==> src/rtl/rob_commit.sv <==
// ---------------------------------------------------------------------------
// rob_commit
//
// Reorder buffer with an in-order commit stage for the Tomasulo core.
// Issue allocates entries at the tail, execution units write results back
// by ROB index, and the head entry retires in program order at up to one
// instruction per cycle. The retiring instruction drives the register-bank
// write port, or the LSQ for a store. A taken branch at retirement flushes
// every speculative entry. Branches are statically predicted not-taken.
//
// Optional build macro:
//   ROB_WB_BYPASS_EN - A writeback aimed at a busy, not-yet-ready head entry
//                      retires that entry on the same edge, using
//                      wb_data/wb_taken directly.
//
// Ports:
//   clk1          core clock; all state updates on the rising edge
//   rst           asynchronous active-high reset
//   alloc_valid   issue requests a new entry this cycle
//   alloc_func    opcode of the issued instruction
//   alloc_rd      destination register (a branch's immediate; not used)
//   alloc_ready   an entry is free (count < DEPTH); combinational
//   alloc_idx     ROB index that an allocation receives (tail); combinational
//   wb_valid      execution-unit result valid
//   wb_idx        ROB index being written back
//   wb_data       result value (store data for a store)
//   wb_taken      branch outcome
//   commit_valid  one-cycle pulse: an instruction retired
//   commit_wen    register-bank write enable for the retired instruction
//   commit_rd     destination register of the retired instruction
//   commit_data   retired value
//   commit_idx    ROB index that retired
//   commit_store  the retired instruction is a store
//   flush         one-cycle pulse when a taken branch retires
//   count         number of occupied entries
// ---------------------------------------------------------------------------
module rob_commit #(
  parameter int DEPTH  = 8,
  parameter int IDX_W  = 3,
  parameter int DATA_W = 16,
  parameter int REG_W  = 4
) (
  input  logic              clk1,
  input  logic              rst,
  input  logic              alloc_valid,
  input  logic [3:0]        alloc_func,
  input  logic [REG_W-1:0]  alloc_rd,
  output logic              alloc_ready,
  output logic [IDX_W-1:0]  alloc_idx,
  input  logic              wb_valid,
  input  logic [IDX_W-1:0]  wb_idx,
  input  logic [DATA_W-1:0] wb_data,
  input  logic              wb_taken,
  output logic              commit_valid,
  output logic              commit_wen,
  output logic [REG_W-1:0]  commit_rd,
  output logic [DATA_W-1:0] commit_data,
  output logic [IDX_W-1:0]  commit_idx,
  output logic              commit_store,
  output logic              flush,
  output logic [IDX_W:0]    count
);

  localparam logic [3:0]     FUNC_STORE = 4'b0101;
  localparam logic [IDX_W-1:0] IDX_ONE  = IDX_W'(1);
  localparam logic [IDX_W:0] CNT_ONE    = (IDX_W+1)'(1);
  localparam logic [IDX_W:0] CNT_FULL   = (IDX_W+1)'(DEPTH);

  // Opcodes that write an architectural register: add, sub, mul, div, load.
  function automatic logic writes_reg(input logic [3:0] f);
    logic r;
    case (f)
      4'b0000, 4'b0001, 4'b0010, 4'b0011, 4'b0100: r = 1'b1;
      default:                                     r = 1'b0;
    endcase
    return r;
  endfunction

  // Opcodes that are conditional branches: beq, bneq.
  function automatic logic is_branch(input logic [3:0] f);
    logic r;
    case (f)
      4'b0110, 4'b0111: r = 1'b1;
      default:          r = 1'b0;
    endcase
    return r;
  endfunction

  // Per-entry state
  logic [DEPTH-1:0]  ent_busy;
  logic [DEPTH-1:0]  ent_ready;
  logic [DEPTH-1:0]  ent_taken;
  logic [3:0]        ent_func [DEPTH];
  logic [REG_W-1:0]  ent_rd   [DEPTH];
  logic [DATA_W-1:0] ent_data [DEPTH];

  logic [IDX_W-1:0]  head;
  logic [IDX_W-1:0]  tail;

  // Decisions for the coming edge
  logic              do_commit;
  logic              do_flush;
  logic              do_alloc;
  logic              do_wb;
  logic [3:0]        c_func;
  logic [DATA_W-1:0] c_data;
  logic              c_taken;

  assign alloc_ready = (count < CNT_FULL);
  assign alloc_idx   = tail;

  // Decide what retires, whether it flushes, and which updates survive.
  always_comb begin
    do_commit = 1'b0;
    c_func    = ent_func[head];
    c_data    = ent_data[head];
    c_taken   = ent_taken[head];
    if (ent_busy[head] && ent_ready[head]) begin
      do_commit = 1'b1;
`ifdef ROB_WB_BYPASS_EN
    end else if (ent_busy[head] && wb_valid && (wb_idx == head)) begin
      // The result arrives for the head entry: retire it on this edge.
      do_commit = 1'b1;
      c_data    = wb_data;
      c_taken   = wb_taken;
`endif
    end else begin
      do_commit = 1'b0;
    end
    do_flush = do_commit && is_branch(c_func) && c_taken;
    // A flush discards any allocation or writeback on the same edge.
    do_alloc = alloc_valid && alloc_ready && !do_flush;
    // A writeback to the retiring head is dropped; the entry is being freed.
    do_wb    = wb_valid && ent_busy[wb_idx] && !do_flush &&
               !(do_commit && (wb_idx == head));
  end

  // Entry state: allocation, writeback, retirement and flush.
  always_ff @(posedge clk1 or posedge rst) begin
    if (rst) begin
      ent_busy  <= '0;
      ent_ready <= '0;
      ent_taken <= '0;
      for (int i = 0; i < DEPTH; i++) begin
        ent_func[i] <= 4'b0000;
        ent_rd[i]   <= '0;
        ent_data[i] <= '0;
      end
    end else if (do_flush) begin
      ent_busy  <= '0;
      ent_ready <= '0;
    end else begin
      for (int i = 0; i < DEPTH; i++) begin
        if (do_alloc && (tail == IDX_W'(i))) begin
          ent_busy[i]  <= 1'b1;
          ent_ready[i] <= 1'b0;
          ent_func[i]  <= alloc_func;
          ent_rd[i]    <= alloc_rd;
        end else if (do_commit && (head == IDX_W'(i))) begin
          ent_busy[i]  <= 1'b0;
          ent_ready[i] <= 1'b0;
        end else if (do_wb && (wb_idx == IDX_W'(i))) begin
          ent_ready[i] <= 1'b1;
          ent_data[i]  <= wb_data;
          ent_taken[i] <= wb_taken;
        end else begin
          ent_busy[i]  <= ent_busy[i];
          ent_ready[i] <= ent_ready[i];
        end
      end
    end
  end

  // Head/tail pointers and occupancy.
  always_ff @(posedge clk1 or posedge rst) begin
    if (rst) begin
      head  <= '0;
      tail  <= '0;
      count <= '0;
    end else if (do_flush) begin
      head  <= '0;
      tail  <= '0;
      count <= '0;
    end else begin
      if (do_commit) begin
        head <= head + IDX_ONE;
      end else begin
        head <= head;
      end
      if (do_alloc) begin
        tail <= tail + IDX_ONE;
      end else begin
        tail <= tail;
      end
      case ({do_alloc, do_commit})
        2'b10:   count <= count + CNT_ONE;
        2'b01:   count <= count - CNT_ONE;
        default: count <= count;
      endcase
    end
  end

  // Registered commit port; payload fields hold when nothing retires.
  always_ff @(posedge clk1 or posedge rst) begin
    if (rst) begin
      commit_valid <= 1'b0;
      commit_wen   <= 1'b0;
      commit_store <= 1'b0;
      commit_rd    <= '0;
      commit_data  <= '0;
      commit_idx   <= '0;
      flush        <= 1'b0;
    end else begin
      commit_valid <= do_commit;
      commit_wen   <= do_commit && writes_reg(c_func);
      commit_store <= do_commit && (c_func == FUNC_STORE);
      flush        <= do_flush;
      if (do_commit) begin
        commit_rd   <= ent_rd[head];
        commit_data <= c_data;
        commit_idx  <= head;
      end else begin
        commit_rd   <= commit_rd;
        commit_data <= commit_data;
        commit_idx  <= commit_idx;
      end
    end
  end

endmodule

==> config.mk <==
export PLATFORM = sky130hd
export DESIGN_NAME = rob_commit
export DESIGN_NICKNAME = d
export VERILOG_FILES = /design/src/rtl/rob_commit.sv
export SDC_FILE = /design/constraint.sdc
export NUM_CORES = 1
export LEC_CHECK = 0
export BUFFER_PORTS_ARGS = -buffer_cell sky130_fd_sc_hd__buf_2
export CAP_MARGIN = 40
export CORE_ASPECT_RATIO = 0.6
export CORE_MARGIN = 2
export CORE_UTILIZATION = 23
export DETAILED_ROUTE_END_ITERATION = 16
export PLACE_DENSITY = 0.46
export SYNTH_ARGS = -nofsm -noshare
export SYNTH_HDL_FRONTEND = slang
export SYNTH_SLANG_ARGS = --single-unit
==> constraint.sdc <==
create_clock -name clk1 -period 8.2 [get_ports clk1]
set_input_delay 0.41 -clock clk1 [delete_from_list [all_inputs] [get_ports clk1]]
set_output_delay 0.41 -clock clk1 [all_outputs]
set_load 0.02 [all_outputs]
==> key figures, run 1 <==
Logic synthesis
  – Cell Area, Synth: 12020 um^2
  – Register bit total from synthesis: 253
  – Average instance area after synthesis: 14.99 um^2
  – Sequential share of the synthesized area: 52.67%
  – Async set-reset flop share out of synthesis: 100.0%
  – Yosys warnings: 0
  – Post-synth top area cell: dfrtp_1
  – Net Count, Synth: 849
  – Synth top area cells: dfrtp_1 (53%), mux2_2 (11%), mux4_2 (9.9%)
  – Most common cell in the netlist: dfrtp_1
  – EDFF count, synth: 0
  – Post-synth top area share: 52.67%
  – Distinct cells, synth: 58
  – Top FF cell, synth: dfrtp_1
  – Most frequent cells after synthesis: dfrtp_1 (253), mux2_2 (121), nand2_1 (55), mux4_2 (53), mux2_1 (50)
  – Cells after synthesis: 802

Power
  – Worst vdd rail ir drop: 0.1402 mV
  – PwrDens: 393.8 nW/um^2
  – Total power: 0.005513 W
  – Leakage: 6.132 nW

GRT
  – GR Overflow Total: 0
  – All-Layer GR Usage: 11.52%
  – First-pass GRT wire length: 47980 um
  – Initial antenna violation count: 1
  – Number of global-route vias before repair: 7304
  – Largest net degree at the start of global routing: 103

Clocking
  – Max clock buf depth: 3
  – Number of H-tree levels: 1
  – Root buffer cell: clkbuf_16
  – CTS tree: built
  – Clk Latency, worst-skew pair: 0.54 ns
  – CTS Sinks: 253
  – CTS clock-pin slew for the worst setup and hold paths: 0.06 ns
  – TritonCTS Buffers: 25

Floorplan
  – Num ports: 67
  – Starting Density: 23.45%
  – Die Y: 181.1 um
  – Die W: 299.1 um
  – Die Area: 54170 um^2
  – Floorplan core area: 51250 um^2
  – Row cnt: 64

Placement
  – DP HPWL: 20480 um
  – Post-place setup slack: 3.113 ns
  – Port Buffers: 66
  – Routability cong.: 0.7985

Worst hold path
  – Min-Delay Startpoint: wb_data[7]
  – Hold WC Path Type: input port to register

STA
  – RSZ-0062 raised after global routing: false
  – Final setup margin: 3.231 ns
  – Final hold viol count: 0
  – Final min period: 4.969 ns
  – Fin. max-slew vios: 0
  – Fin Setup TNS: 0 ns
  – Slew @ Worst Pin: 0.8850 ns
  – Headroom to the max-slew limit: 41.00%
  – Final Skew: 0.02619 ns
  – Final setup viols: 0
  – Hold Worst Slack: 0.1985 ns
  – Max Clk Rate: 0.2012 GHz
  – Final Cycle Share: 60.60%

Flow run
  – MaxCap Viol Count: 0

Finish
  – Final nets: 914
  – Layout cells sized above 1: 40.16%
  – Synth-to-layout area growth: 16.47%
  – Antenna Cells: 0

Critical path
  – Worst setup EP type: register
  – WP data arrival: 5.42 ns
  – Critical path fanouts, max: 59
  – Critical path launch point: head[2]$_DFFE_PP0P_
  – Reg2reg start: head[2]$_DFFE_PP0P_
  – Worst setup SP type: register
  – Critical Path RT: 8.65 ns
  – Setup CP Type: register to register

Route
  – Routed len/inst: 19.39 um
  – Vias: 6884
  – DRT antenna net count: 0
  – Final Routed Wirelength: 30570 um
  – Vias per inst: 4.365
  – TritonRoute pass-1 iters: 4
  – Residual DRC: 0
  – DRT iter0 DRCs: 401

Status
  – Outcome: finished clean
-- worst max-delay path: stages, from the launching register on --
cell and delay, ns:
dfrtp_2 0.82, buf_4 0.58, inv_4 0.10, mux4_2 0.50, mux2_4 0.57, or3_1 0.79, a21oi_1 0.41, ha_1 0.29
a21o_1 0.18, a21oi_1 0.14, inv_1 0.08, nor4_1 0.17, a31oi_1 0.07, o22ai_1 0.18
-- cells in the final DEF, fill, tap and decap left out, types with 8 or more instances in the layout --
cell | synthesis | routed
a21oi_1 | 10 | 10
buf_2 | 16 | 66
buf_4 | 6 | 12
clkbuf_1 | 13 | 8
clkbuf_16 | 0 | 25
dfrtp_1 | 253 | 251
ha_1 | 14 | 14
inv_1 | 11 | 9
mux2_1 | 50 | 50
mux2_2 | 121 | 121
mux2_4 | 31 | 31
mux2i_1 | 22 | 22
mux4_2 | 53 | 53
nand2_1 | 55 | 55
nand3_1 | 15 | 15
nor2_1 | 14 | 14
o21ai_0 | 26 | 26
-- per-stage QoR --
stage / cells / area, um^2 / utilization [%]
floorplan: 802 / 12020 / -
global route: 1577 / 14000 / 27.32
finish: 1577 / 14000 / 27.32
global placement: 1526 / 13050 / 25.46
CTS: 1576 / 13990 / 27.29
detailed placement: 1531 / 13190 / 25.73
-- state kept, by name, indices dropped and copies added (netlist names), 4 cells and up --
register     cells
ent_rd          32
count            4
ent_ready        8
ent_func        32
ent_data       128
commit_data     16
ent_busy         8
commit_rd        4
ent_taken        8
-- metal layers --
| layer | GRT usage [%] | vias up | share of wire [%] |
|---|---|---|---|
| li1 | - | 3121 | - |
| met1 | 18.20 | 3607 | 53 |
| met2 | 16.28 | 122 | 42 |
| met3 | 2.249 | 34 | 4.3 |
| met4 | 1.720 | 0 | 1.5 |
| met5 | 0 | - | 0 |
-- path summary, 6_finish.rpt --
kind / endpoint / slack [ns] / cells after the start
max: count[3]$_DFFE_PP0P_ / 3.23 / 13
min: ent_data[87]$_DFFE_PP0P_ / 0.20 / 2
max reg2reg: count[3]$_DFFE_PP0P_ / 3.23 / 13
min reg2reg: commit_data[12]$_DFFE_PP0P_ / 0.47 / 2
max in group asynchronous: commit_data[5]$_DFFE_PP0P_ / 6.13 / 5
min in group asynchronous: ent_rd[17]$_DFFE_PP0P_ / 0.39 / 3
-- layout make-up --
class / count / area (um^2)
well taps: 693 / 867.1
repair buffers: 85 / 579.3
clock buffers: 36 / 696.9
multi-input cells: 487 / 5354
flip-flops and latches: 253 / 6336
fillers: 5290 / 37250
clock inverters: 8 / 95.09
inverters: 15 / 71.32
-- what timing repair did --
item / in CTS / in global routing
buffers inserted: 0 / 0
resized for setup: 0 / 0
hold endpoints to repair: 33 / 0
hold buffers: 1 / 0
-- cell families after synthesis --
family,count (synthesis),synth area share (%)
buf+inv,62,2.790
fa+ha+maj,15,1.624
compound gates,72,4.934
simple gates,114,5.194
mux,281,32.42
flops,253,52.67
xor+xnor,5,0.3643
-- power breakdown --
part	internal (W)	leakage (nW)	switching [W]	total, W
sequential	0.00186	3.07	0.000384	0.00224
combinational	0.00110	2.68	0.00102	0.00212
clock	0.000653	0.383	0.000496	0.00115
total	0.00361	6.13	0.00190	0.00551
Note: power is estimated with default switching activity, not from simulation.
==> run 2: changes to the inputs <==
Clock period 8.2 ns to 4.6 ns, I/O delays scaled along.
==> run 2 against run 1 <==
  * Global-route usage up 0.26 points
  * Flip-flop and latch count is the same
  * Register-to-register slack worse by 2.5 ns
  * Sequential power up 79%
  * Clock skew is 0.013 ns lower
  * Fmax grew 28%
  * Worst hold slack lost 0.17 ns
  * Final area is 0.47% higher
  * Routed wire length is 2.6% higher
  * Critical path type unchanged
  * Largest power group unchanged
  * Highest routed layer is now met5
==> key figures, run 2 (synthesis results as in run 1) <==
Status
  – Outcome: finished clean

Finish
  – Most common library cell in the layout ignoring fill and taps: dfrtp_1
  – Final nets: 923 (+0.98%)
  – # fillers: 5269 (-0.40%)
  – Commonest non-fill, non-tap cells in the layout: dfrtp_1 (251), mux2_2 (121), buf_2 (66)
  – Layout cells sized above 1: 40.76% (+0.60 points)
  – Number of flip-flops under the largest register name: 128 (unchanged)
  – Register area: 6336 um^2 (unchanged)
  – Util after Layout: 27.45% (+0.13 points)
  – Multi-input gate area: 5354 um^2 (unchanged)
  – Synth-to-layout area growth: 17.02%
  – Final std cells w/o fill: 1586 (+0.57%)
  – Antenna Cells: 0 (unchanged)
  – Biggest regs: ent_data (128), ent_func (32), ent_rd (32)
  – Most flops, register: ent_data

Critical path
  – Critical path fanouts, max: 36 (-39%)
  – Crit-path cells: buf_4, mux4_2, mux2_2, nand2_4, or3_1, buf_4, nand4_4, mux2_1
  – Critical Path RT: 5.02 ns (-3.63 ns)
  – Worst setup EP type: register
  – Worst setup SP type: register
  – WP data arrival: 4.31 ns (-1.11 ns)
  – Critical Path Max Stage Delay: 0.72 ns (-0.10 ns)
  – Most used cell, CP: buf_4
  – Setup CP Type: register to register
  – Critical-path top delay cell: dfrtp_2

Floorplan
  – Starting Density: 23.45% (unchanged)
  – Die Area: 54170 um^2 (unchanged)
  – Floorplan core area: 51250 um^2 (unchanged)
  – Num ports: 67 (unchanged)
  – Row cnt: 64 (unchanged)
  – Die Y: 181.1 um (unchanged)
  – Die W: 299.1 um (unchanged)

STA
  – Final hold viol count: 0 (unchanged)
  – Headroom to the max-slew limit: 34.92% (-6.1 points)
  – Final Skew: 0.01307 ns (-0.01312 ns)
  – Max Clk Rate: 0.2569 GHz (+28%)
  – RSZ-0062 raised after global routing: false
  – Final Cycle Share: 84.61% (+24 points)
  – Fin. max-slew vios: 0 (unchanged)
  – Final min period: 3.892 ns (-1.077 ns)
  – Slew @ Worst Pin: 0.9761 ns (+0.09110 ns)
  – Final setup viols: 0 (unchanged)
  – Fin Setup TNS: 0 ns (unchanged)

GRT
  – First-pass GRT wire length: 49120 um (+2.4%)
  – All-Layer GR Usage: 11.78% (+0.26 points)
  – GR Overflow Total: 0 (unchanged)
  – Initial antenna violation count: 1 (unchanged)
  – Number of global-route vias before repair: 7403 (+1.4%)
  – Largest net degree at the start of global routing: 164 (+59%)

Placement
  – DP HPWL: 20080 um (-2.0%)
  – Port Buffers: 66 (unchanged)
  – Routability cong.: 0.8021 (+0.45%)
  – Inst Count DP: 1536 (+0.33%)

Clocking
  – CTS tree: built
  – CTS resizes: 0 (unchanged)
  – Number of H-tree levels: 1 (unchanged)
  – Max clock buf depth: 3 (unchanged)
  – Setup bufs post-CTS: 0 (unchanged)
  – CTS Sinks: 253 (unchanged)
  – Clk Latency, worst-skew pair: 0.54 ns (about the same)
  – TritonCTS Buffers: 27 (+8.0%)
  – CTS clock-pin slew for the worst setup and hold paths: 0.07 ns (about the same)
  – Root buffer cell: clkbuf_16

Power
  – PwrDens: 709.7 nW/um^2 (+80%)
  – Leakage: 6.166 nW (+0.55%)
  – Worst vdd rail ir drop: 0.2683 mV (+91%)

Route
  – TritonRoute pass-1 iters: 4 (unchanged)
  – DRT antenna net count: 0 (unchanged)
  – DRT iter0 DRCs: 416 (+3.7%)
  – Vias per inst: 4.419 (+1.2%)
  – Vias: 7009 (+1.8%)
  – Final Routed Wirelength: 31380 um (+2.6%)
  – Residual DRC: 0 (unchanged)
  – Routed len/inst: 19.78 um (+2.0%)

Flow run
  – MaxCap Viol Count: 0 (unchanged)

Worst hold path
  – Hold WC Path Type: input port to register
-- run 2: cell types whose count changed in the layout (fill, tap and decap cells not counted), moves of 2 or more --
cell / before / now
buf_4: 12 / 19
buf_16: 5 / 0
clkbuf_1: 8 / 5
clkbuf_8: 3 / 6
dlygate4sd3_1: 1 / 4
buf_12: 0 / 2
clkbuf_16: 25 / 27
-- run 2: cell type report --
| class | instances | area share, % |
|---|---|---|
| clock inverter | 8 | 0.6849 |
| tap | 693 | 6.164 |
| clock buffer | 38 | 5.524 |
| multi-input combinational | 487 | 38.06 |
| inverter | 15 | 0.4803 |
| sequential | 253 | 45.05 |
| timing repair buffer | 92 | 4.038 |
-- run 2: path summary, 6_finish.rpt --
check,slack [ns],from,endpoint,depth (start not counted)
max in group asynchronous,3.16,rst,count[1]$_DFFE_PP0P_,4
worst max register to register,0.71,head[2]$_DFFE_PP0P_,ent_data[5]$_DFFE_PP0P_,8
worst max-delay path,0.71,head[2]$_DFFE_PP0P_,ent_data[5]$_DFFE_PP0P_,8
worst min register to register,0.47,commit_data[15]$_DFFE_PP0P_,commit_data[15]$_DFFE_PP0P_,2
worst min-delay path,0.03,wb_data[1],ent_data[81]$_DFFE_PP0P_,2
min in group asynchronous,0.20,rst,ent_data[4]$_DFFE_PP0P_,3
-- run 2: critical path: cells and delay by family, from the launching register on --
kind	cells	cell delay, ns
buffers and inverters	2	0.70
flip-flops	1	0.72
multiplexers	3	1.34
AND/OR/NAND/NOR	3	0.97
-- run 2: per-stage QoR --
| stage | hold WS [ns] | instance area (um^2) | power, W | setup slack (ns) |
|---|---|---|---|---|
| after floorplan | 0.3617 | 12020 | 0.006795 | 0.9535 |
| after global placement | 0.2141 | 13140 | 0.007847 | 0.7044 |
| after detailed placement | 0.2109 | 13150 | 0.007893 | 0.7152 |
| after CTS | 0.002210 | 14070 | 0.01015 | 0.7021 |
| after global routing | 0.01436 | 14070 | 0.01070 | 0.4677 |
| final | 0.02512 | 14070 | 0.009983 | 0.7080 |
-- run 2: where the power goes --
part           internal [W]  total, W  switching (W)
clock network       0.00128   0.00218       0.000902
registers           0.00331   0.00402       0.000701
logic               0.00197   0.00379        0.00182
-- run 2: routing by layer --
metal / routed length [um] / share of wire [%] / track usage [%]
met1: 15890 / 51 / 17.95
met5: 13 / 0.041 / 0
met4: 518 / 1.7 / 2.000
met3: 1738 / 5.5 / 2.946
met2: 13220 / 42 / 16.81
-- run 2: timing repair --
item,4_1_cts,5_1_grt
hold buffers,4,0
hold endpoints to repair,14,0
setup endpoints to repair,0,0
==> run 3: changes to the inputs <==
Clock period 4.6 ns to 3.8 ns, I/O delays scaled along.
==> run 3 against run 2 <==
  * Power increased by 24%
  * Register-to-register slack got worse by 0.43 ns
  * Sequential power increased by 19%
  * Critical path depth increased by 4
  * Global-route usage increased by 0.15 points
  * Final area increased by 3.2%
  * Fmax increased by 11%
  * First-iteration DRC count increased by 6.7%
  * Routed wire length increased by 0.61%
  * Critical endpoint is now count[3]$_DFFE_PP0P_
  * Largest cell class unchanged
  * Largest power group unchanged
==> key figures, run 3 (synthesis results as in run 1) <==
STA
  – Final Skew: 0.01122 ns (-0.001851 ns)
  – Final setup viols: 0 (unchanged)
  – RSZ-0062 raised after global routing: false
  – Max Clk Rate: 0.2842 GHz (+11%)
  – Fin Setup TNS: 0 ns (unchanged)
  – Final Cycle Share: 92.58% (+8.0 points)
  – Headroom to the max-slew limit: 46.37% (+11 points)
  – Final hold viol count: 0 (unchanged)
  – Fin. max-slew vios: 0 (unchanged)
  – Slew @ Worst Pin: 0.8045 ns (-0.1717 ns)
  – Final min period: 3.518 ns (-0.3739 ns)

Placement
  – Routability cong.: 0.7976 (-0.56%)
  – Inst Count DP: 1549 (+0.85%)
  – DP HPWL: 20660 um (+2.9%)
  – Port Buffers: 66 (unchanged)

Floorplan
  – Die Y: 181.1 um (unchanged)
  – Floorplan core area: 51250 um^2 (unchanged)
  – Num ports: 67 (unchanged)
  – Starting Density: 23.45% (unchanged)
  – Die W: 299.1 um (unchanged)
  – Die Area: 54170 um^2 (unchanged)
  – Row cnt: 64 (unchanged)

Finish
  – Number of flip-flops under the largest register name: 128 (unchanged)
  – Most common library cell in the layout ignoring fill and taps: dfrtp_1
  – Biggest regs: ent_data (128), ent_func (32), ent_rd (32)
  – Layout cells sized above 1: 41.11% (+0.35 points)
  – # fillers: 5212 (-1.1%)
  – Most flops, register: ent_data
  – Final nets: 959 (+3.9%)
  – Synth-to-layout area growth: 20.76%
  – Antenna Cells: 0 (unchanged)
  – Final std cells w/o fill: 1627 (+2.6%)
  – Commonest non-fill, non-tap cells in the layout: dfrtp_1 (251), mux2_2 (121), buf_2 (66)

Route
  – Residual DRC: 0 (unchanged)
  – Vias per inst: 4.430 (+0.23%)
  – DRT antenna net count: 0 (unchanged)
  – TritonRoute pass-1 iters: 5 (+1)
  – Vias: 7207 (+2.8%)
  – Routed len/inst: 19.40 um (-1.9%)
  – DRT iter0 DRCs: 444 (+6.7%)
  – Final Routed Wirelength: 31570 um (+0.61%)

GRT
  – Largest net degree at the start of global routing: 105 (-36%)
  – First-pass GRT wire length: 49700 um (+1.2%)
  – All-Layer GR Usage: 11.93% (+0.15 points)
  – Initial antenna violation count: 1 (unchanged)
  – GR Overflow Total: 0 (unchanged)
  – Number of global-route vias before repair: 7588 (+2.5%)

Power
  – Leakage: 6.389 nW (+3.6%)
  – Gate power share: 38.4% (+0.5 points)
  – Sw Share: 33.74% (-0.53 points)
  – Sw Pwr: 0.004182 W (+22%)
  – Int Power: 0.008213 W (+25%)
  – Total power: 0.01240 W (+24%)
  – Clock power share: 23.0% (+1.1 points)
  – Fraction of power consumed by sequential logic: 38.6% (-1.6 points)
  – PwrDens: 854.0 nW/um^2 (+20%)
  – Worst vdd rail ir drop: 0.3521 mV (+31%)

Clocking
  – CTS clock-pin slew for the worst setup and hold paths: 0.06 ns (about the same)
  – Max clock buf depth: 3 (unchanged)
  – CTS tree: built
  – Clk Latency, worst-skew pair: 0.55 ns (about the same)
  – CTS resizes: 0 (unchanged)
  – CTS Sinks: 253 (unchanged)
  – Setup bufs post-CTS: 0 (unchanged)
  – Number of H-tree levels: 1 (unchanged)
  – TritonCTS Buffers: 28 (+3.7%)
  – Root buffer cell: clkbuf_16

Status
  – Outcome: finished clean

Critical path
  – Critical Path RT: 4.27 ns (-0.75 ns)
  – Reg2reg end: count[3]$_DFFE_PP0P_
  – Reg2reg start: head[0]$_DFFE_PP0P_
  – Critical path fanouts, max: 10 (-72%)
  – R2r setup slk: 0.28 ns (-0.43 ns)
  – Worst setup EP type: register
  – Setup CP Type: register to register
  – Reg2Reg Depth: 12 (+4)
  – Critical path launch point: head[0]$_DFFE_PP0P_
  – Worst setup SP type: register
  – WP data arrival: 3.98 ns (-0.33 ns)
  – CP endpoint: count[3]$_DFFE_PP0P_

Flow run
  – MaxCap Viol Count: 0 (unchanged)

Worst hold path
  – Hold WC Path Type: input port to register
-- run 3: how the worst min path moves through the flow --
| stage | start | depth (start not counted) | slack [ns] | endpoint |
|---|---|---|---|---|
| finish | wb_data[12] | 2 | 0.03 | ent_data[124]$_DFFE_PP0P_ |
| global route | wb_data[12] | 2 | 0.02 | ent_data[60]$_DFFE_PP0P_ |
| CTS | wb_data[12] | 2 | 0.0002 | ent_data[76]$_DFFE_PP0P_ |
| detailed placement | rst | 2 | 0.23 | ent_data[68]$_DFFE_PP0P_ |
| global placement | rst | 2 | 0.41 | ent_data[68]$_DFFE_PP0P_ |
| floorplan | wb_data[0] | 1 | 0.32 | ent_data[0]$_DFFE_PP0P_ |
-- run 3: cell type report --
class	count	area, um^2	share of cell area (%)
flip-flops and latches	253	6336	43.65
multi-input cells	487	5354	36.88
clock buffers	48	947.2	6.525
repair buffers	127	898.4	6.189
well taps	693	867.1	5.974
inverters	15	67.56	0.4655
clock inverters	4	45.04	0.3103
-- run 3: worst max-delay path, cell delays in order, from the launching register on --
cell	delay [ns]
dfrtp_4	0.53
inv_6	0.12
mux4_2	0.54
mux2_4	0.28
or3_1	0.46
a21oi_1	0.36
ha_1	0.31
a21o_1	0.18
a21oi_1	0.18
inv_1	0.09
nor4_1	0.16
a31oi_1	0.06
o22ai_1	0.16
-- run 3: repair_timing --
action                                  4_1_cts  5_1_grt
hold buffers                                 26        0
endpoints found under the setup margin        0        0
endpoints found under the hold margin       217        0
-- run 3: layer usage --
layer / up-vias / track usage (%) / share of wire, %
li1: 3220 / - / -
met1: 3809 / 19.31 / 53
met2: 145 / 16.32 / 40
met3: 31 / 2.213 / 4.7
met4: 2 / 1.880 / 1.4
met5: - / 0 / 0.051
-- run 3: power by group through the flow --
stage | sequential (W) | clock (W) | combinational [W]
6_report | 0.00478 | 0.00285 | 0.00476
3_3_place_gp | 0.00482 | 0 | 0.00475
4_1_cts | 0.00479 | 0.00295 | 0.00484
2_1_floorplan | 0.00469 | 0 | 0.00353
3_5_place_dp | 0.00482 | 0 | 0.00479
5_1_grt | 0.00495 | 0.00308 | 0.00522
-- run 3: metrics by stage --
stage | util (%) | setup WS (ns) | cell area [um^2] | hold WS, ns
after floorplan | - | 0.1535 | 12020 | 0.3217
after global placement | 25.83 | 0.2328 | 13240 | 0.4072
after detailed placement | 25.88 | 0.2902 | 13260 | 0.2294
after CTS | 28.32 | 0.2764 | 14520 | 0.0002334
after global routing | 28.32 | 0.03597 | 14520 | 0.01607
final | 28.32 | 0.2819 | 14520 | 0.02781
